<file path="config.mk">
export PLATFORM = sky130hd
export DESIGN_NAME = fb_arbiter_flat
export DESIGN_NICKNAME = d
export VERILOG_FILES = /design/src/rtl/fb_arbiter_if.sv /design/src/rtl/fb_arbiter.sv /design/src/flat_wrapper.sv
export SDC_FILE = /design/constraint.sdc
export NUM_CORES = 1
export LEC_CHECK = 0
export ABC_AREA = 1
export CORE_MARGIN = 3
export CORE_UTILIZATION = 30
export CTS_CLUSTER_DIAMETER = 80
export DETAILED_ROUTE_END_ITERATION = 10
export SLEW_MARGIN = 20
export SYNTH_ARGS = -nofsm -noshare
export SYNTH_HDL_FRONTEND = slang
export SYNTH_SLANG_ARGS = --single-unit
</file>
<file path="constraint.sdc">
create_clock -name clk -period 1.6 [get_ports clk]
set_clock_uncertainty 0.15 [all_clocks]
set_input_delay 0.24 -clock clk [delete_from_list [all_inputs] [get_ports clk]]
set_output_delay 0.24 -clock clk [all_outputs]
set_load 0.01 [all_outputs]
</file>
<file path="src/rtl/fb_arbiter_if.sv">
// Framebuffer arbiter bus bundle: prefetch port, CPU port and RAM port.
// master = environment side (requesters + RAM), slave = the arbiter.
interface fb_arbiter_if #(
    parameter int ADDR_W = 20,
    parameter int DATA_W = 24
);
    logic              pf_req;
    logic [ADDR_W-1:0] pf_addr;
    logic              pf_gnt;
    logic              pf_rvalid;
    logic [DATA_W-1:0] pf_rdata;
    logic              pf_done;

    logic              cpu_req;
    logic              cpu_we;
    logic [ADDR_W-1:0] cpu_addr;
    logic [DATA_W-1:0] cpu_wdata;
    logic              cpu_gnt;
    logic              cpu_rvalid;
    logic [DATA_W-1:0] cpu_rdata;

    logic              ram_en;
    logic              ram_we;
    logic [ADDR_W-1:0] ram_addr;
    logic [DATA_W-1:0] ram_wdata;
    logic [DATA_W-1:0] ram_rdata;

    modport master (
        output pf_req, pf_addr, cpu_req, cpu_we, cpu_addr, cpu_wdata, ram_rdata,
        input  pf_gnt, pf_rvalid, pf_rdata, pf_done,
        input  cpu_gnt, cpu_rvalid, cpu_rdata,
        input  ram_en, ram_we, ram_addr, ram_wdata
    );

    modport slave (
        input  pf_req, pf_addr, cpu_req, cpu_we, cpu_addr, cpu_wdata, ram_rdata,
        output pf_gnt, pf_rvalid, pf_rdata, pf_done,
        output cpu_gnt, cpu_rvalid, cpu_rdata,
        output ram_en, ram_we, ram_addr, ram_wdata
    );
endinterface

</file>
<file path="src/rtl/fb_arbiter.sv">
// Single-port framebuffer RAM arbiter: display prefetch bursts have priority,
// a starvation counter forces a CPU slot once the CPU has waited STARVE_MAX cycles.
module fb_arbiter #(
    parameter int ADDR_W     = 20,
    parameter int DATA_W     = 24,
    parameter int BURST      = 16,
    parameter int STARVE_MAX = 64
) (
    input logic         clk,
    input logic         rst,
    fb_arbiter_if.slave bus
);
    localparam int CNT_W = $clog2(BURST + 1);
    localparam int SW    = $clog2(STARVE_MAX + 1);

    localparam logic [1:0] S_IDLE  = 2'd0;
    localparam logic [1:0] S_BURST = 2'd1;
    localparam logic [1:0] S_CPU   = 2'd2;

    logic [1:0]        state_q, state_d;
    logic [SW-1:0]     starve_q, starve_d;
    logic [CNT_W-1:0]  cnt_q, cnt_d;
    logic              ram_en_q, ram_en_d;
    logic              ram_we_q, ram_we_d;
    logic [ADDR_W-1:0] ram_addr_q, ram_addr_d;
    logic [DATA_W-1:0] ram_wdata_q, ram_wdata_d;
    logic              pf_gnt_q, pf_gnt_d;
    logic              pf_rvalid_q, pf_rvalid_d;
    logic              pf_done_q, pf_done_d;
    logic              cpu_gnt_q, cpu_gnt_d;
    logic              cpu_rvalid_q, cpu_rvalid_d;
    logic              starved;
    logic              take_cpu;

    assign starved  = (starve_q == SW'(STARVE_MAX));
    assign take_cpu = bus.cpu_req && (starved || !bus.pf_req);

    always_comb begin
        state_d     = state_q;
        cnt_d       = cnt_q;
        ram_en_d    = 1'b0;
        ram_we_d    = 1'b0;
        ram_addr_d  = ram_addr_q;
        ram_wdata_d = ram_wdata_q;
        pf_gnt_d    = 1'b0;
        cpu_gnt_d   = 1'b0;
        // Read data returns the cycle after each issue, so valids trail the issuing state.
        pf_rvalid_d  = (state_q == S_BURST);
        pf_done_d    = (state_q == S_BURST) && (cnt_q == CNT_W'(BURST));
        cpu_rvalid_d = (state_q == S_CPU) && !ram_we_q;

        case (state_q)
            S_IDLE: begin
                if (take_cpu) begin
                    state_d     = S_CPU;
                    ram_en_d    = 1'b1;
                    ram_we_d    = bus.cpu_we;
                    ram_addr_d  = bus.cpu_addr;
                    ram_wdata_d = bus.cpu_wdata;
                    cpu_gnt_d   = 1'b1;
                end else if (bus.pf_req) begin
                    state_d    = S_BURST;
                    ram_en_d   = 1'b1;
                    ram_addr_d = bus.pf_addr;
                    pf_gnt_d   = 1'b1;
                    cnt_d      = CNT_W'(1);
                end
            end
            S_BURST: begin
                if (cnt_q == CNT_W'(BURST)) begin
                    state_d = S_IDLE;
                end else begin
                    // ram_addr_q holds the latched base plus offset; wraps modulo 2^ADDR_W.
                    ram_en_d   = 1'b1;
                    ram_addr_d = ram_addr_q + ADDR_W'(1);
                    cnt_d      = cnt_q + CNT_W'(1);
                end
            end
            S_CPU:   state_d = S_IDLE;
            default: state_d = S_IDLE;
        endcase
    end

    always_comb begin
        starve_d = starve_q;
        if (!bus.cpu_req || cpu_gnt_q)
            starve_d = '0;
        else if (!starved)
            starve_d = starve_q + SW'(1);
    end

    always_ff @(posedge clk) begin
        if (!rst) begin
            state_q      <= S_IDLE;
            starve_q     <= '0;
            cnt_q        <= '0;
            ram_en_q     <= 1'b0;
            ram_we_q     <= 1'b0;
            ram_addr_q   <= '0;
            ram_wdata_q  <= '0;
            pf_gnt_q     <= 1'b0;
            pf_rvalid_q  <= 1'b0;
            pf_done_q    <= 1'b0;
            cpu_gnt_q    <= 1'b0;
            cpu_rvalid_q <= 1'b0;
        end else begin
            state_q      <= state_d;
            starve_q     <= starve_d;
            cnt_q        <= cnt_d;
            ram_en_q     <= ram_en_d;
            ram_we_q     <= ram_we_d;
            ram_addr_q   <= ram_addr_d;
            ram_wdata_q  <= ram_wdata_d;
            pf_gnt_q     <= pf_gnt_d;
            pf_rvalid_q  <= pf_rvalid_d;
            pf_done_q    <= pf_done_d;
            cpu_gnt_q    <= cpu_gnt_d;
            cpu_rvalid_q <= cpu_rvalid_d;
        end
    end

    // RAM output register supplies the data; gating keeps rdata at 0 outside valid cycles.
    assign bus.pf_rdata   = pf_rvalid_q  ? bus.ram_rdata : '0;
    assign bus.cpu_rdata  = cpu_rvalid_q ? bus.ram_rdata : '0;
    assign bus.pf_gnt     = pf_gnt_q;
    assign bus.pf_rvalid  = pf_rvalid_q;
    assign bus.pf_done    = pf_done_q;
    assign bus.cpu_gnt    = cpu_gnt_q;
    assign bus.cpu_rvalid = cpu_rvalid_q;
    assign bus.ram_en     = ram_en_q;
    assign bus.ram_we     = ram_we_q;
    assign bus.ram_addr   = ram_addr_q;
    assign bus.ram_wdata  = ram_wdata_q;
endmodule

</file>
<file path="src/flat_wrapper.sv">
// flat-port wrapper written by rule: the top's interface ports become plain ports
module fb_arbiter_flat 
#(
    parameter int ADDR_W     = 20,
    parameter int DATA_W     = 24,
    parameter int BURST      = 16,
    parameter int STARVE_MAX = 64
)
  (clk, rst, bus_pf_req, bus_pf_addr, bus_cpu_req, bus_cpu_we, bus_cpu_addr, bus_cpu_wdata, bus_ram_rdata, bus_pf_gnt, bus_pf_rvalid, bus_pf_rdata, bus_pf_done, bus_cpu_gnt, bus_cpu_rvalid, bus_cpu_rdata, bus_ram_en, bus_ram_we, bus_ram_addr, bus_ram_wdata);
  fb_arbiter_if #(.ADDR_W(ADDR_W), .DATA_W(DATA_W)) bus_i ();
  input logic clk;
  input logic rst;
  input wire logic [$bits(bus_i.pf_req)-1:0] bus_pf_req;
  input wire logic [$bits(bus_i.pf_addr)-1:0] bus_pf_addr;
  input wire logic [$bits(bus_i.cpu_req)-1:0] bus_cpu_req;
  input wire logic [$bits(bus_i.cpu_we)-1:0] bus_cpu_we;
  input wire logic [$bits(bus_i.cpu_addr)-1:0] bus_cpu_addr;
  input wire logic [$bits(bus_i.cpu_wdata)-1:0] bus_cpu_wdata;
  input wire logic [$bits(bus_i.ram_rdata)-1:0] bus_ram_rdata;
  output wire logic [$bits(bus_i.pf_gnt)-1:0] bus_pf_gnt;
  output wire logic [$bits(bus_i.pf_rvalid)-1:0] bus_pf_rvalid;
  output wire logic [$bits(bus_i.pf_rdata)-1:0] bus_pf_rdata;
  output wire logic [$bits(bus_i.pf_done)-1:0] bus_pf_done;
  output wire logic [$bits(bus_i.cpu_gnt)-1:0] bus_cpu_gnt;
  output wire logic [$bits(bus_i.cpu_rvalid)-1:0] bus_cpu_rvalid;
  output wire logic [$bits(bus_i.cpu_rdata)-1:0] bus_cpu_rdata;
  output wire logic [$bits(bus_i.ram_en)-1:0] bus_ram_en;
  output wire logic [$bits(bus_i.ram_we)-1:0] bus_ram_we;
  output wire logic [$bits(bus_i.ram_addr)-1:0] bus_ram_addr;
  output wire logic [$bits(bus_i.ram_wdata)-1:0] bus_ram_wdata;
  assign bus_i.pf_req = bus_pf_req;
  assign bus_i.pf_addr = bus_pf_addr;
  assign bus_i.cpu_req = bus_cpu_req;
  assign bus_i.cpu_we = bus_cpu_we;
  assign bus_i.cpu_addr = bus_cpu_addr;
  assign bus_i.cpu_wdata = bus_cpu_wdata;
  assign bus_i.ram_rdata = bus_ram_rdata;
  assign bus_pf_gnt = bus_i.pf_gnt;
  assign bus_pf_rvalid = bus_i.pf_rvalid;
  assign bus_pf_rdata = bus_i.pf_rdata;
  assign bus_pf_done = bus_i.pf_done;
  assign bus_cpu_gnt = bus_i.cpu_gnt;
  assign bus_cpu_rvalid = bus_i.cpu_rvalid;
  assign bus_cpu_rdata = bus_i.cpu_rdata;
  assign bus_ram_en = bus_i.ram_en;
  assign bus_ram_we = bus_i.ram_we;
  assign bus_ram_addr = bus_i.ram_addr;
  assign bus_ram_wdata = bus_i.ram_wdata;
  fb_arbiter #(.ADDR_W(ADDR_W), .DATA_W(DATA_W), .BURST(BURST), .STARVE_MAX(STARVE_MAX)) u_core (.clk(clk), .rst(rst), .bus(bus_i));
endmodule
</file>
---- Yosys cells after proc, flatten, opt, wreduce, memory -nomap -nowiden ----
Index checks and enable logic that the tools add are counted.
word-level totals
  memories ................................ 0
  latch bits .............................. 0
  register bits after elaboration ......... 65
  input port bits ......................... 93
  bits in writable memories ............... 0
  output and inout port bits .............. 99
  bits in read-only memories .............. 0
operators by class
  mux-type cells .......................... 19
  reductions and logical operators ........ 18
  div/mod/pow operators ................... 0
  shift-type cells ........................ 0
  multipliers ............................. 0
  bitwise logic cells ..................... 2
  $add $sub $neg .......................... 3
  magnitude comparators ................... 0
  eq/ne operators ......................... 9
operator list
  cell                     number
  $mux W20                 3
  $mux W24                 2
  $pmux W20 S2             1
  $add A20 B1 Y20 const B  1
  $mux W5                  3
  $pmux W5 S2              1
  $ne A2 B2 Y1 const B     4
  $add A7 B1 Y7 const B    1
  $eq A7 B7 Y1 const B     1
  $mux W2                  3
  $reduce_and A2 Y1        3
  $reduce_and A3 Y1        2
  $add A5 B1 Y5 const B    1
  $eq A5 B5 Y1 const B     1
  $mux W1                  4
  $pmux W2 S2              1
  $reduce_and A4 Y1        1
  $logic_and A1 B1 Y1      3
  $logic_not A1 Y1         3
  $ne A3 B2 Y1 const B     1
  $reduce_or A3 Y1         1
  $eq A2 B1 Y1 const B     1
  $eq A2 B2 Y1 const B     1
  $logic_not A2 Y1         1
  other kinds (5)          7

---- Depth between registers and ports, before layout ----
Gate-level depths: netlist of the first run.
  word-level depth ........................ 5
  depth in mapped cells ................... 13
  depth with buffers taken out ............ 12

---- Worst setup path before layout of the first run ----
OpenSTA, ideal clock, no wires.
  kind .................................... register to register
  start point ............................. reg u_core.ram_addr_q[1], in the netlist u_core.bus.ram_addr[1]
  end point ............................... reg u_core.ram_addr_q[16], in the netlist u_core.bus.ram_addr[16]
  path slack .............................. -0.039 ns
  stages on the path, launching flop included .. 11
  data required time ...................... 1.341 ns
  path buffers ............................ 0
  library setup time ...................... 0.109 ns
  arrival ................................. 1.380 ns
  period minus slack after synthesis ...... 1.639 ns
  cell sequence ........................... dfxtp_1 > ha_1 > nand2_1 > nor2_2 > nand2_1 > o21ai_0 > nand2_1 > nand2_1 > nand3_1 > nand2_1 > inv_1
on the way
  cells in the longest elaborated chain, start to end .. 3
RTL lines
  element                   RTL line           source
  start: declaration        fb_arbiter.sv:25   logic [ADDR_W-1:0] ram_addr_q, ram_addr_d;
  start signal: assignment  fb_arbiter.sv:112  ram_addr_q <= ram_addr_d;
  $add A20 B1 Y20           fb_arbiter.sv:75   ram_addr_d = ram_addr_q + ADDR_W'(1);
  $mux W20                  fb_arbiter.sv:70   if (cnt_q == CNT_W'(BURST)) begin
  $pmux W20 S2              fb_arbiter.sv:52   case (state_q)
No other way between the ends. The select of a mux whose other input is x is not followed.
A chain may end at the register's enable or synchronous reset.

---- Final worst setup path of the first run ----
  start point ............................. reg u_core.starve_q[1]
  end point ............................... reg u_core.ram_wdata_q[17], in the netlist u_core.bus.ram_wdata[17]
on the way
  cells in the longest elaborated chain, start to end .. 4
RTL lines
  element                      RTL line           source
  start: declaration           fb_arbiter.sv:21   logic [SW-1:0] starve_q, starve_d;
  start signal: assignment     fb_arbiter.sv:108  starve_q <= starve_d;
  $eq A7 B7 Y1                 fb_arbiter.sv:35   assign starved = (starve_q == SW'(STARVE_MAX));
  $logic_or A1 B1 Y1           fb_arbiter.sv:36   assign take_cpu = bus.cpu_req && (starved || !bus.pf_req);
  $logic_and A1 B1 Y1          fb_arbiter.sv:36
  $reduce_and A2 Y1 (no line)  n/a
  end signal: assignment       fb_arbiter.sv:113  ram_wdata_q <= ram_wdata_d;
  end: declaration             fb_arbiter.sv:26   logic [DATA_W-1:0] ram_wdata_q, ram_wdata_d;
No other way between the ends.

==> results of run 1 <==
power by group:
group          total [mW]  internal, mW  switching, mW
registers            1.90          1.76          0.139
clock network        1.82          1.04          0.778
logic                1.63         0.813          0.813
total                5.35          3.62           1.73
worst max-delay path by stage:
stage | end | slack [ns] | depth (start not counted)
finish | u_core.bus.ram_wdata[17] | -0.22 | 12
global route | u_core.bus.ram_wdata[6] | -0.30 | 12
CTS | u_core.bus.ram_wdata[11] | -0.16 | 13
detailed placement | u_core.bus.ram_wdata[9] | -0.32 | 12
global placement | u_core.bus.ram_wdata[10] | -0.24 | 12
floorplan | u_core.bus.ram_wdata[17] | 0.005 | 12
layer usage:
metal	track usage	wire, microns	up-vias
li1	-	-	2465
met1	0.244	6500	2278
met2	0.342	7590	138
met3	0.0524	788	23
met4	0.0680	285	0
met5	0	0	-
registers in the layout, indices dropped and copies added (netlist names):
signal	flops
u_core.state_q	2
u_core.cnt_q	5
u_core.bus.ram_wdata	24
u_core.bus.cpu_rvalid	1
u_core.bus.cpu_gnt	1
u_core.bus.pf_rvalid	1
u_core.bus.pf_done	1
u_core.bus.ram_addr	20
u_core.bus.pf_gnt	1
u_core.starve_q	7
u_core.bus.ram_we	1
u_core.bus.ram_en	1
worst max-delay path: cells and delay by family (launching register included):
kind,cells,cell delay (ns)
buf+inv,5,0.57
simple gates,5,0.47
flops,1,0.32
fa+ha+maj,1,0.13
compound gates,1,0.05
final cells by class:
| type | count | area, sq um |
|---|---|---|
| Fill cell | 1170 | 5240 |
| Clock inverter | 6 | 45.0 |
| Timing Repair Buffer | 268 | 2590 |
| Tap cell | 172 | 215 |
| Inverter | 119 | 459 |
| Multi-Input combinational cell | 414 | 2560 |
| Sequential cell | 65 | 1330 |
| Clock buffer | 9 | 225 |
through the flow:
stage	setup TNS, ns	hold WS, ns	utilization	setup WS (ns)	cells
finish	-7.54	0.262	0.586	-0.221	1053
global route	-12.71	0.276	0.586	-0.298	1053
CTS	-4.58	0.265	0.563	-0.160	1054
detailed placement	-20.49	0.271	0.497	-0.323	1011
global placement	-16.79	0.272	0.497	-0.239	1011
floorplan	0	0.245	-	0.00486	626
logic make-up after synthesis:
logic type / synth area share
xor gates and xnor gates: 0.0157
buffers and inverters: 0.167
adders and majority gates: 0.0160
AOI/OAI and AO/OA: 0.131
and+or+nand+nor: 0.338
DFF: 0.332
layout by cell type, fill, tap and decap left out, types with 28 or more instances in the layout:
cell,Yosys,final
nand2_1,160,105
clkdlybuf4s50_1,0,92
dlygate4sd2_1,0,47
o21ai_0,35,31
nand3_1,69,42
nor2_1,54,48
buf_6,6,31
inv_1,116,98
nand2_4,0,28
buf_4,1,46
nand2_2,4,30
dfxtp_1,65,49
repair_timing:
| item | CTS | global route |
|---|---|---|
| resized for setup | 320 | 152 |
| gates cloned | 7 | 4 |
| buffers inserted | 22 | 6 |
| setup endpoints to repair | 150 | 101 |
| pin swaps | 35 | 43 |
==> flow_summary.ini, run 1 <==
[run]
cap_viol_max_count = 0

[worst_setup_path]
reg2regPathDepth = 12
path_class = register to register
end_kind = register
required_ns = 1.66
cp.arrival_ns = 1.88
crit_slowest_cell = dfxtp_2
crit_path_start_kind = register
timing.rr.end = u_core.bus.ram_wdata[17]
cp_cell_sequence = inv_2, ha_4, nand2_2, inv_2, nand3_4, nand2_4, buf_6, buf_6, nand3_4, clkbuf_16, nand2_1, a21oi_2
crit_path_start = u_core.starve_q[1]
max_stage_delay_ns = 0.32
r2r_start = u_core.starve_q[1]
crit_fanout = 7
r2r_slack_ns = -0.22

[placement]
hpwl_microns = 10100
place_area_sq_um = 6300
portBuffers = 191
place_congestion = 0.893

[finish]
antenna_cells = 0
final_cell_area_sq_um = 7430
nets = 975
area_growth_syn_to_layout_pct = 89.8
drive_above_1_share = 0.344

[yosys]
ys_seq_elements = 65
async_flop_share = 0
synth_top_area_share = 0.332
syn-num-nets = 724
ys.flop_type = dfxtp_1
syn_inst = 626
yosys.area.top_type = dfxtp_1
seq_area_frac_synth = 0.332
synth_enable_flop_cells = 0
syn_area_per_cell_sq_um = 6.25
synth.distinct_cells = 35
synth.cell_area_sq_um = 3910
yosys_warnings = 0
yosysMostFrequentCell = nand2_1
synth_area_leaders = dfxtp_1 33%, nand2_1 15%, inv_1 11%
yosys-top-cells-count = 160 x nand2_1, 116 x inv_1, 69 x nand3_1, 65 x dfxtp_1, 54 x nor2_1

[timing]
fmax_ghz = 0.549
hold_violations = 0
fin_crit_sh = 1.14
relSlewSlack = 0.632
finalMaxSlewViolations = 0
setup-violations-final = 53
rsz0062_at_grt = yes
worst_pin_slew_ns = 0.551
worst_slack_ns = -0.221
min_period_ns = 1.82

[die]
fp.dieH_microns = 120
die-width_microns = 120
die_area_sq_um = 14500
fp.coreArea_sq_um = 12700
io_pins = 192
rows = 41
initial_utilization = 0.309

[cts]
clk_pin_slew_worst_paths_ns = 0.06
hold_buffers = 0
clk_path_buf_depth = 2
worstSkewPairLatency_ns = 0.34
cts_root_buffer = clkbuf_16
cts-buffers-inserted = 9
cts_tree = built
h-tree-depth = 3
clock-sinks = 65

[status]
outcome = finished, violations left
violations = negative setup slack

[power]
static-leakage-power_nw = 3.79
powerDensity_nw_per_um2 = 720
ir_drop_mv = 0.728
p_total_mw = 5.35

[min_path]
worstHoldPathType = register to register
hold_end = u_core.bus.cpu_rvalid
min_path_cells = 1
min_from = u_core.bus.ram_we

[drt]
ant_nets = 0
dr.pass1.iters = 4
drc_errors = 0
viasPerCell = 4.66
wl_microns = 15200
wl_per_cell_microns = 14.4
vias = 4904
drtIter0Drc = 228

[grt]
grt_pass1_wl_microns = 23600
gr-total-overflow = 0
antenna_found_initial = 0
grt_pass1_vias = 4924
grt_max_degree = 39
gr-usage-all-layers = 0.200
Power figures use the tool's default switching activity.
==> run 2, diff against run 1 <==
--- a/config.mk
+++ b/config.mk
@@ -6,11 +6,11 @@
 export NUM_CORES = 1
 export LEC_CHECK = 0
 export ABC_AREA = 1
+export CORE_ASPECT_RATIO = 1.1
 export CORE_MARGIN = 3
 export CORE_UTILIZATION = 30
 export CTS_CLUSTER_DIAMETER = 80
 export DETAILED_ROUTE_END_ITERATION = 10
-export SLEW_MARGIN = 20
 export SYNTH_ARGS = -nofsm -noshare
 export SYNTH_HDL_FRONTEND = slang
 export SYNTH_SLANG_ARGS = --single-unit
==> run 2 against run 1 <==
The flow still finishes with violations (negative setup slack). Sequential power is essentially flat. Sequential share of layout area grew 0.43 points. Worst setup slack improved by 0.076 ns. Critical path depth shrank 2. Via count shrank 0.16%. Fmax is 4.3% higher. Cell area shrank 2.0%. First-iteration DRC count up 34%. Worst hold slack improved by 0.022 ns. Non-clock buffer count shrank 2. Cell count fell by 1.5%. Wire length is 1.4% higher. Critical path type unchanged. Largest cell class unchanged. Largest power group is now the clock network.
==> flow_summary.ini, run 2 (synthesized netlist as in run 1, its figures left out) <==
[grt]
gr-usage-all-layers = 0.200
busiest_layer = met2
grt_max_degree = 27
gr-total-overflow = 0
grt_pass1_vias = 4741
grtUsageMet1 = 0.240
global_route.usage.met3 = 0.0408
grt_pass1_wl_microns = 23300
use_met2 = 0.353
antenna_found_initial = 0

[worst_setup_path]
crit_fanout = 6
cp.arrival_ns = 1.81
timing.rr.end = u_core.bus.ram_addr[2]
reg2regPathDepth = 10
end_kind = register
r2r_slack_ns = -0.14
path_class = register to register
required_ns = 1.67
crit_path_start_kind = register
r2r_start = u_core.starve_q[1]

[min_path]
worstHoldPathType = register to register
hold_end = u_core.bus.cpu_rvalid
min_from = u_core.bus.ram_we
min_path_cells = 1

[die]
io_pins = 192
die_area_sq_um = 14500
fp.dieH_microns = 126
die-width_microns = 115
fp.coreArea_sq_um = 12700
initial_utilization = 0.308
rows = 43

[finish]
fin_util = 0.574
area_growth_syn_to_layout_pct = 86.1
largest_register_ffs = 24
final_cells = 1037
final_cell_area_sq_um = 7280
layout.cells.most_common = nand2_1
antenna_cells = 0
nets = 973
drive_above_1_share = 0.308
final_cell_mix = 118 x nand2_1, 97 x inv_1, 92 x clkdlybuf4s50_1, 52 x nand3_1, 50 x nor2_1
n_fill_cell = 1215

[timing]
setup-violations-final = 53
min_period_ns = 1.74
finalMaxSlewViolations = 0
relSlewSlack = 0.788
worst_pin_slew_ns = 0.315
fin_crit_sh = 1.09
worst_slack_ns = -0.145
hold_violations = 0
fmax_ghz = 0.573
rsz0062_at_grt = yes

[run]
cap_viol_max_count = 0

[drt]
dr.pass1.iters = 5
wl_microns = 15400
vias = 4896
wl_per_cell_microns = 14.8
ant_nets = 0
drc_errors = 0
viasPerCell = 4.72
drtIter0Drc = 305

[cts]
clk_pin_slew_worst_paths_ns = 0.06
cts_root_buffer = clkbuf_16
clock-sinks = 65
h-tree-depth = 3
cts_tree = built
cts-buffers-inserted = 9
worstSkewPairLatency_ns = 0.34
clk_path_buf_depth = 2

[power]
p_clk_frac = 0.368
ir_drop_mv = 0.635
seq_power_share = 0.339
power_switching_mw = 1.77
powerDensity_nw_per_um2 = 772
p_total_mw = 5.62
static-leakage-power_nw = 3.78
p_sw_frac = 0.315
p_comb_frac = 0.294
p_int_mw = 3.85

[placement]
hpwl_microns = 10100
place_ws_ns = -0.217
portBuffers = 191
place_congestion = 0.831
place_area_sq_um = 6300
dpl.cell_count = 998

[status]
outcome = finished, violations left
violations = negative setup slack
[run 2: cell types whose count changed in the layout (fill, tap and decap cells not counted), moves of 8 or more]
cell	change
o21ai_0	-11
nand2_1	+13
o21ai_1	+9
nand2_2	-8
nand3_1	+10
a21oi_1	+9
a21oi_2	-9
[run 2: power groups by stage]
stage	Combinational (mW)	Clock [mW]	Sequential (mW)
6_report	1.65	2.07	1.90
5_1_grt	1.79	2.17	1.92
4_1_cts	1.55	2.12	1.89
3_5_place_dp	1.43	0	1.92
3_3_place_gp	1.41	0	1.91
2_1_floorplan	0.595	0	1.96
[run 2: worst max-delay path: stages, from the launching register on]
cell and delay (ns):
dfxtp_2 0.32, inv_2 0.08, ha_4 0.13, nand2_2 0.05, inv_2 0.06, nand3_4 0.07
nand2_4 0.12, nand2_8 0.11, clkbuf_16 0.19, o211ai_1 0.23, a21oi_1 0.10
[run 2: cell type report]
type                    instances  area [sq um]  area share
clock inverters                 7          82.6      0.0113
inverters                     119           454      0.0624
flip-flops and latches         65          1330       0.183
multi-input cells             414          2390       0.328
repair buffers                266          2610       0.358
clock buffers                   9           225      0.0309
well taps                     157           196      0.0270
[run 2: worst max-delay path by stage]
stage	start	to	slack [ns]	cells past startpoint
after global routing	u_core.starve_q[1]	u_core.bus.ram_addr[2]	-0.22	10
after CTS	u_core.starve_q[0]	u_core.bus.ram_wdata[13]	-0.13	12
after global placement	bus_ram_rdata[12]	bus_cpu_rdata[12]	-0.16	4
after detailed placement	bus_cpu_req	u_core.cnt_q[2]	-0.22	7
final	u_core.starve_q[1]	u_core.bus.ram_addr[2]	-0.14	10
after floorplan	u_core.starve_q[1]	u_core.bus.ram_wdata[17]	0.005	12
[run 2: stage by stage]
step                TNS [ns]  hold slack (ns)
CTS                    -3.11            0.275
floorplan                  0            0.245
detailed placement    -14.75            0.278
global placement      -11.90            0.274
finish                 -4.02            0.284
global route           -8.99            0.292
[run 2: timing repair]
| action | in CTS | in global routing |
|---|---|---|
| hold buffers | 0 | 0 |
| pin swaps | 14 | 28 |
| setup buffers | 12 | 1 |
| hold endpoints to repair | 0 | 0 |
| resized for setup | 310 | 132 |
| gates cloned | 10 | 4 |
| setup endpoints to repair | 150 | 99 |
[run 2: routing by layer]
metal	wire (microns)	vias to the layer above
met2	7900	142
met5	0	-
met3	872	21
met1	6320	2268
met4	289	0
li1	-	2465
